===== src/rtl/hazard_forward_unit_if.sv =====
// Signal bundle between the pipeline control and the forwarding/hazard unit.
// The master side drives the ID/EX/MEM view; the slave side returns selects and stall.
interface hazard_forward_unit_if #(
  parameter int REG_AW  = 5,
  parameter int NUM_SRC = 2
);
  logic                      hold;
  logic                      flush;
  logic [NUM_SRC*REG_AW-1:0] if_id_rs;
  logic [NUM_SRC-1:0]        if_id_rs_used;
  logic [REG_AW-1:0]         id_ex_rd;
  logic                      id_ex_RegWrite;
  logic                      id_ex_MemRead;
  logic [REG_AW-1:0]         ex_mem_rd;
  logic                      ex_mem_RegWrite;
  logic [2*NUM_SRC-1:0]      fwd_sel;
  logic                      stall;
  logic                      bubble;
  logic [15:0]               hazard_count;

  modport master (
    output hold, flush, if_id_rs, if_id_rs_used, id_ex_rd, id_ex_RegWrite,
           id_ex_MemRead, ex_mem_rd, ex_mem_RegWrite,
    input  fwd_sel, stall, bubble, hazard_count
  );

  modport slave (
    input  hold, flush, if_id_rs, if_id_rs_used, id_ex_rd, id_ex_RegWrite,
           id_ex_MemRead, ex_mem_rd, ex_mem_RegWrite,
    output fwd_sel, stall, bubble, hazard_count
  );
endinterface


===== src/rtl/hazard_forward_unit.sv =====
// Operand forwarding selects and load-use stall generation for the ID stage.
// Selects are registered so they line up with the instruction once it reaches EX.
module hazard_forward_unit #(
  parameter int REG_AW   = 5,
  parameter int NUM_SRC  = 2,
  parameter int LOAD_LAT = 1
) (
  input  logic                  clk,
  input  logic                  rst_n,
  hazard_forward_unit_if.slave  bus
);

  typedef enum logic {RUN, STALL} state_t;

  state_t               r_state, w_stateNext;
  logic [2:0]           r_cnt, w_cntNext;
  logic [2*NUM_SRC-1:0] r_fwdSel, w_fwdNext, w_fwdCalc;
  logic [15:0]          r_hazCnt, w_hazNext;
  logic [NUM_SRC-1:0]   w_mE, w_mM;
  logic                 w_lu;
  logic                 w_stall;

  // Per-source producer match; the EX producer wins over MEM because it is younger.
  always_comb begin
    w_mE      = '0;
    w_mM      = '0;
    w_fwdCalc = '0;
    for (int k = 0; k < NUM_SRC; k++) begin
      w_mE[k] = bus.if_id_rs_used[k] & bus.id_ex_RegWrite & (bus.id_ex_rd != '0) &
                (bus.id_ex_rd == bus.if_id_rs[k*REG_AW +: REG_AW]);
      w_mM[k] = bus.if_id_rs_used[k] & bus.ex_mem_RegWrite & (bus.ex_mem_rd != '0) &
                (bus.ex_mem_rd == bus.if_id_rs[k*REG_AW +: REG_AW]);
      if (w_mE[k])
        w_fwdCalc[2*k +: 2] = 2'b10;
      else if (w_mM[k])
        w_fwdCalc[2*k +: 2] = 2'b01;
    end
    w_lu = bus.id_ex_MemRead & (|w_mE);
  end

  always_comb begin
    w_stateNext = r_state;
    w_cntNext   = r_cnt;
    w_fwdNext   = r_fwdSel;
    w_hazNext   = r_hazCnt;
    w_stall     = 1'b0;

    case (r_state)
      RUN:     w_stall = w_lu & ~bus.flush;
      STALL:   w_stall = ~bus.flush;
      default: w_stall = 1'b0;
    endcase

    if (bus.flush) begin
      w_stateNext = RUN;
      w_cntNext   = '0;
      w_fwdNext   = '0;
    end else if (!bus.hold) begin
      case (r_state)
        RUN: begin
          if (w_stall) begin
            w_fwdNext = '0;
            w_hazNext = (r_hazCnt != 16'hFFFF) ? r_hazCnt + 16'd1 : r_hazCnt;
            if (LOAD_LAT > 1) begin
              w_cntNext   = 3'(LOAD_LAT - 1);
              w_stateNext = STALL;
            end
          end else begin
            w_fwdNext = w_fwdCalc;
          end
        end
        STALL: begin
          // The RUN detect cycle is stall 1, so LOAD_LAT-1 more cycles are spent here.
          w_fwdNext = '0;
          w_cntNext = r_cnt - 3'd1;
          if (r_cnt <= 3'd1)
            w_stateNext = RUN;
        end
        default: w_stateNext = RUN;
      endcase
    end
  end

  always_ff @(posedge clk or negedge rst_n) begin
    if (!rst_n) begin
      r_state  <= RUN;
      r_cnt    <= '0;
      r_fwdSel <= '0;
      r_hazCnt <= '0;
    end else begin
      r_state  <= w_stateNext;
      r_cnt    <= w_cntNext;
      r_fwdSel <= w_fwdNext;
      r_hazCnt <= w_hazNext;
    end
  end

  assign bus.fwd_sel      = r_fwdSel;
  assign bus.stall        = w_stall & rst_n;
  assign bus.bubble       = w_stall & rst_n;
  assign bus.hazard_count = r_hazCnt;

endmodule

===== src/flat_wrapper.sv =====
// flat-port wrapper written by rule: the top's interface ports become plain ports
module hazard_forward_unit_flat 
#(
  parameter int REG_AW   = 5,
  parameter int NUM_SRC  = 2,
  parameter int LOAD_LAT = 1
)
  (clk, rst_n, bus_hold, bus_flush, bus_if_id_rs, bus_if_id_rs_used, bus_id_ex_rd, bus_id_ex_RegWrite, bus_id_ex_MemRead, bus_ex_mem_rd, bus_ex_mem_RegWrite, bus_fwd_sel, bus_stall, bus_bubble, bus_hazard_count);
  hazard_forward_unit_if #(.REG_AW(REG_AW), .NUM_SRC(NUM_SRC)) bus_i ();
  input  logic clk;
  input  logic rst_n;
  input wire logic [$bits(bus_i.hold)-1:0] bus_hold;
  input wire logic [$bits(bus_i.flush)-1:0] bus_flush;
  input wire logic [$bits(bus_i.if_id_rs)-1:0] bus_if_id_rs;
  input wire logic [$bits(bus_i.if_id_rs_used)-1:0] bus_if_id_rs_used;
  input wire logic [$bits(bus_i.id_ex_rd)-1:0] bus_id_ex_rd;
  input wire logic [$bits(bus_i.id_ex_RegWrite)-1:0] bus_id_ex_RegWrite;
  input wire logic [$bits(bus_i.id_ex_MemRead)-1:0] bus_id_ex_MemRead;
  input wire logic [$bits(bus_i.ex_mem_rd)-1:0] bus_ex_mem_rd;
  input wire logic [$bits(bus_i.ex_mem_RegWrite)-1:0] bus_ex_mem_RegWrite;
  output wire logic [$bits(bus_i.fwd_sel)-1:0] bus_fwd_sel;
  output wire logic [$bits(bus_i.stall)-1:0] bus_stall;
  output wire logic [$bits(bus_i.bubble)-1:0] bus_bubble;
  output wire logic [$bits(bus_i.hazard_count)-1:0] bus_hazard_count;
  assign bus_i.hold = bus_hold;
  assign bus_i.flush = bus_flush;
  assign bus_i.if_id_rs = bus_if_id_rs;
  assign bus_i.if_id_rs_used = bus_if_id_rs_used;
  assign bus_i.id_ex_rd = bus_id_ex_rd;
  assign bus_i.id_ex_RegWrite = bus_id_ex_RegWrite;
  assign bus_i.id_ex_MemRead = bus_id_ex_MemRead;
  assign bus_i.ex_mem_rd = bus_ex_mem_rd;
  assign bus_i.ex_mem_RegWrite = bus_ex_mem_RegWrite;
  assign bus_fwd_sel = bus_i.fwd_sel;
  assign bus_stall = bus_i.stall;
  assign bus_bubble = bus_i.bubble;
  assign bus_hazard_count = bus_i.hazard_count;
  hazard_forward_unit #(.REG_AW(REG_AW), .NUM_SRC(NUM_SRC), .LOAD_LAT(LOAD_LAT)) u_core (.clk(clk), .rst_n(rst_n), .bus(bus_i));
endmodule

===== config.mk =====
export PLATFORM = sky130hd
export DESIGN_NAME = hazard_forward_unit_flat
export DESIGN_NICKNAME = d
export VERILOG_FILES = /design/src/rtl/hazard_forward_unit_if.sv /design/src/rtl/hazard_forward_unit.sv /design/src/flat_wrapper.sv
export SDC_FILE = /design/constraint.sdc
export NUM_CORES = 1
export LEC_CHECK = 0
export BUFFER_PORTS_ARGS = -buffer_cell sky130_fd_sc_hd__buf_2
export CORE_MARGIN = 2
export CORE_UTILIZATION = 29
export CTS_BUF_LIST = sky130_fd_sc_hd__clkbuf_4 sky130_fd_sc_hd__clkbuf_8 sky130_fd_sc_hd__clkbuf_16
export CTS_CLUSTER_DIAMETER = 50
export DETAILED_ROUTE_END_ITERATION = 6
export PLACE_DENSITY_LB_ADDON = 0.2
export SLEW_MARGIN = 15
export SYNTH_ARGS = -nofsm -noshare
export SYNTH_HDL_FRONTEND = slang
export SYNTH_SLANG_ARGS = --single-unit

===== constraint.sdc =====
create_clock -name clk -period 4.25 [get_ports clk]
set_input_delay 1.275 -clock clk [delete_from_list [all_inputs] [get_ports clk]]
set_output_delay 1.275 -clock clk [all_outputs]
set_load 0.02 [all_outputs]

# Word-level counts from Yosys, hierarchy flattened
# Cells that the tools add are included.
[totals]
reg_bits = 24
in_bits = 29
out_inout_bits = 22
word_cells = 53
[op_classes]
add_sub_neg = 2
n_lt_le_gt_ge = 1
n_eq_ne = 6
mux = 16
bitwise_logic = 18
n_reduce_logical = 6
[op_table]
columns = ["operator", "n"]
rows = [
  ["$eq 5x5->1", 4],
  ["$add 16x1->16 const B", 1],
  ["$ne 16x16->1 const B", 1],
  ["$and 1x1->1", 15],
  ["$mux 4", 3],
  ["$reduce_bool 5->1", 2],
  ["$mux 3", 3],
  ["$pmux 4 s2", 1],
  ["$mux 1", 6],
  ["$reduce_and 5->1", 1],
  ["$mux 2", 2],
  ["$le 3x1->1 const B", 1],
  ["$not 1->1", 3],
  ["$sub 3x1->3 const B", 1],
  ["$ne 2x1->1 const B", 1],
  ["$pmux 1 s2", 1],
  ["$reduce_and 2->1", 1],
  ["$reduce_bool 2->1", 1],
  ["$reduce_or 2->1", 1],
]

# Depth between registers and ports, before layout
[logic_depth]
depth_word = 11
depth_mapped = 7
depth_no_buf = 6

# Worst setup path after synthesis
# No wires, ideal clock.
[synth_path]
path_type = "in2out"
from = "in bus_id_ex_rd[1]"
to = "out bus_stall"
arrival_ps = 2619
required_time_ps = 2975
path_slack_ps = 356
stages = 5
path_buffers = 1
cell_sequence = "or4_4 o211ai_1 nor2b_1 o211a_1 buf_4"
[synth_between]
elab_chain_len = 8
word_cells_on_any_way = 12
cone_classes = "eq/ne (2); mux (1); bitwise (7); reduce/logical (2)"
[synth_rtl]
columns = ["element", "line", "rtl"]
rows = [
  ["from (decl)", "flat_wrapper.sv:16", "input wire logic [$bits(bus_i.id_ex_rd)-1:0] bus_id_ex_rd;"],
  ["$reduce_bool 5->1", "hazard_forward_unit.sv:29", "w_mE[k] = bus.if_id_rs_used[k] & bus.id_ex_RegWrite & (bus.id_ex_rd != '0) &"],
  ["$and 1x1->1 (2 in series)", "hazard_forward_unit.sv:29", ""],
  ["$reduce_or 2->1 (*)", "hazard_forward_unit.sv:38", "w_lu = bus.id_ex_MemRead & (|w_mE);"],
  ["$and 1x1->1 (*)", "hazard_forward_unit.sv:38", ""],
  ["$and 1x1->1 (*)", "hazard_forward_unit.sv:49", "RUN: w_stall = w_lu & ~bus.flush;"],
  ["$pmux 1 s2 (*)", "hazard_forward_unit.sv:48", "case (r_state)"],
  ["$and 1x1->1 (*)", "--", ""],
  ["to (decl)", "flat_wrapper.sv:22", "output wire logic [$bits(bus_i.stall)-1:0] bus_stall;"],
]
# Mark *: on every way between the ends. The rest lies on a longest branch, timed or not.

# Worst setup path after layout
[layout_path]
from = "in bus_id_ex_rd[1]"
to = "out bus_bubble"
[layout_between]
elab_chain_len = 8
word_cells_on_any_way = 12
cone_classes = "eq/ne (2); mux (1); bitwise (7); reduce/logical (2)"
[layout_rtl]
columns = ["element", "line", "rtl"]
rows = [
  ["$reduce_bool 5->1", "hazard_forward_unit.sv:29", ""],
  ["$and 1x1->1 (2 in series)", "hazard_forward_unit.sv:29", ""],
  ["$reduce_or 2->1 (*)", "hazard_forward_unit.sv:38", ""],
  ["$and 1x1->1 (*)", "hazard_forward_unit.sv:38", ""],
  ["$and 1x1->1 (*)", "hazard_forward_unit.sv:49", ""],
  ["$pmux 1 s2 (*)", "hazard_forward_unit.sv:48", ""],
  ["$and 1x1->1 (*)", "hazard_forward_unit.sv:100", "assign bus.bubble = w_stall & rst_n;"],
  ["to (decl)", "flat_wrapper.sv:23", "output wire logic [$bits(bus_i.bubble)-1:0] bus_bubble;"],
]
# Marked as above.

==> impl_metrics.env <==
export IMPL_p_leak_uw=0.000889
export IMPL_clock_latency_ns=0.27
export IMPL_num_vias=1342
export IMPL_io_buffers=50
export IMPL_grt_setup_unrepaired="false"
export IMPL_cp_max_fo=3
export IMPL_wl_per_cell_um=14.4
export IMPL_syn_inst=154
export IMPL_worstHoldPathType="reg -> reg"
export IMPL_skew_ns=0.00533
export IMPL_worst_slew_pin_slew_ns=0.337
export IMPL_pwr_share_seq_pct=50.8
export IMPL_routed_wl_mm=3.96
export IMPL_post_place_ws_ns=0.226
export IMPL_worstPathRequired_ns=2.97
export IMPL_antenna_found_initial=0
export IMPL_clkSinkCount=24
export IMPL_mostFrequentLayoutCells="buf_2 (50), xnor2_1 (27), dfrtp_1 (24)"
export IMPL_synth_seq_area_share_pct=39.2
export IMPL_intPower_uw=341
export IMPL_synth_seq_cells=24
export IMPL_viasPerCell=4.86
export IMPL_numCtsBuffers=3
export IMPL_drc_errors=0
export IMPL_fin_cells=276
export IMPL_cts_resized_gates=0
export IMPL_cts_tree="yes"
export IMPL_p_comb_share_pct=14.3
export IMPL_grt_pass1_vias=1416
export IMPL_relSlewSlack_pct=77.4
export IMPL_htreeDepth=1
export IMPL_power_per_cell_area_mw_per_mm2=238
export IMPL_drt_iter0_markers=28
export IMPL_worstHoldStart="u_core.bus.hazard_count[13]"
export IMPL_syn_to_final_growth_pct=25.1
export IMPL_synth_edf_count=0
export IMPL_start_kind="input pin"
export IMPL_pwr_share_clk_pct=34.9
export IMPL_grt_total_usage_pct=14.1
export IMPL_end_kind="primary output"
export IMPL_crit_start="bus_id_ex_rd[1]"
export IMPL_grt_overflow_total=0
export IMPL_synth_nets=186
export IMPL_outcome="finished, final reports clean"
export IMPL_period_share_pct=95.4
export IMPL_grt_util_met2_pct=25.7
export IMPL_synth_flop_cell="dfrtp_1"
export IMPL_p_switching_uw=116
export IMPL_grt_use_met1_pct=17.2
export IMPL_drtPass1Iterations=3
export IMPL_start_util_pct=30.0
export IMPL_reg2reg_from="u_core.bus.hazard_count[0]"
export IMPL_setup_violations=0
export IMPL_gp_congestion=0.837
export IMPL_ys_warn_count=0
export IMPL_drv_cap=0
export IMPL_worstSetupPathType="in -> out"
export IMPL_ios=51
export IMPL_synth_cell_types=36
export IMPL_synthArstFlopShare_pct=100
export IMPL_coreArea_mm2=0.00511
export IMPL_final_common_cell="buf_2"
export IMPL_drive_above_1_share_pct=31.1
export IMPL_use_met3_pct=3.41
export IMPL_busiest_layer="met2"
export IMPL_diodes=0
export IMPL_fin_crit_ns=4.05
export IMPL_fill_cells=553
export IMPL_dieArea_mm2=0.00589
export IMPL_fin_setup_tns_ns=0
export IMPL_clockBufferDepth=2
export IMPL_fmax_mhz=247
export IMPL_row_count=26
export IMPL_netlist_area_mm2=0.00153
export IMPL_dpl_hpwl_mm=3.01
export IMPL_setup_ws_ns=0.196
export IMPL_cts_clk_slew_worst_paths_ns=0.08
export IMPL_placed_cells=272
export IMPL_die_y_um=76.7
export IMPL_cts_root_buf="clkbuf_8"
export IMPL_ir_drop_mv=0.170
export IMPL_detail_route_antenna_nets=0
export IMPL_finalMaxSlewViolations=0
export IMPL_p_sw_share_pct=25.4
export IMPL_cts_hold_fix_buffers=0
export IMPL_crit_arrival_ns=2.78
export IMPL_grt_pass1_wl_mm=6.84
export IMPL_syn_area_per_cell_um2=9.96
export IMPL_hold_viol_final=0
export IMPL_holdWs_ns=0.501
export IMPL_die_w_um=76.7
export IMPL_cts_setup_buffers=0
export IMPL_nets=239
export IMPL_grt_max_degree=25
final cells by class:
type                    count  area (um2)  area share (%)
multi-input cells         119         873            45.5
flip-flops and latches     24         601            31.3
inverters                   4        15.0           0.782
clock buffers               4        55.1            2.87
well taps                  70        87.6            4.56
repair buffers             55         288            15.0
state kept, by name (all words and copies together), names as in the netlist:
name                     count
u_core.r_cnt                 3
u_core.bus.fwd_sel           4
u_core.bus.hazard_count     16
u_core.r_state               1
worst max-delay path: stages:
cell and delay (ns):
buf_2 0.12, or4_4 0.55, o211ai_1 0.29, nor2b_1 0.15, o211a_1 0.24, buf_2 0.16
through the flow:
| stage | total power (uW) | util, % | cell area, um2 |
|---|---|---|---|
| global placement | 302 | 36.5 | 1860 |
| detailed placement | 303 | 36.5 | 1860 |
| CTS | 462 | 37.6 | 1920 |
| finish | 457 | 37.6 | 1920 |
| floorplan | 268 | - | 1530 |
| global route | 479 | 37.6 | 1920 |
power by group through the flow:
stage,Clock (uW),Sequential (uW),Combinational [uW]
6_report,159,232,65.3
5_1_grt,173,232,73.0
4_1_cts,164,232,66.2
3_5_place_dp,0,236,66.0
3_3_place_gp,0,236,65.7
2_1_floorplan,0,238,29.7
synth_stat cells (2+ instances only):
| cell | instances | area (um2) |
|---|---|---|
| nand4b_1 | 2 | 17.5 |
| buf_4 | 2 | 15.0 |
| nand4_1 | 5 | 31.3 |
| nand3_1 | 7 | 35.0 |
| and3_1 | 4 | 25.0 |
| inv_1 | 4 | 15.0 |
| o2111ai_1 | 7 | 61.3 |
| xnor2_1 | 27 | 236 |
| xor2_1 | 10 | 87.6 |
| a21oi_1 | 2 | 10.0 |
| dfrtp_1 | 24 | 601 |
| nor2b_1 | 2 | 12.5 |
| or3_1 | 2 | 12.5 |
| nand2_1 | 9 | 33.8 |
| o211a_1 | 2 | 20.0 |
| nor2_1 | 9 | 33.8 |
| and4_1 | 2 | 17.5 |
| nor3_1 | 5 | 25.0 |
| ha_1 | 3 | 37.5 |
| nor4_1 | 4 | 25.0 |
| o211ai_1 | 5 | 37.5 |
| clkbuf_1 | 3 | 11.3 |
routing by layer:
| layer | wire length (um) | share of wire, % | up-vias |
|---|---|---|---|
| li1 | - | - | 665 |
| met1 | 1760 | 44 | 654 |
| met2 | 2040 | 51 | 21 |
| met3 | 150 | 3.8 | 2 |
| met4 | 12 | 0.30 | 0 |
| met5 | 0 | 0 | - |
cells by family after synthesis:
kind of cell / share of synthesized area [%]
AO/OA/AOI/OAI: 13.0
XOR/XNOR: 21.1
adder cells (fa/ha/maj): 2.45
buffers and inverters: 3.91
flip-flops: 39.2
multiplexers: 0.979
AND/OR/NAND/NOR: 19.4
worst paths after layout:
check	to	slack [ns]	cells after the start
hold reg to reg	u_core.bus.hazard_count[13]	0.50	1
hold / removal	u_core.bus.hazard_count[13]	0.50	1
setup / recovery	bus_bubble	0.20	6
max in group asynchronous	u_core.bus.hazard_count[4]	3.01	2
min in group asynchronous	u_core.bus.fwd_sel[2]	0.99	2
setup reg to reg	u_core.bus.hazard_count[1]	2.20	7
No activity file was read; power rests on OpenSTA's default activity.
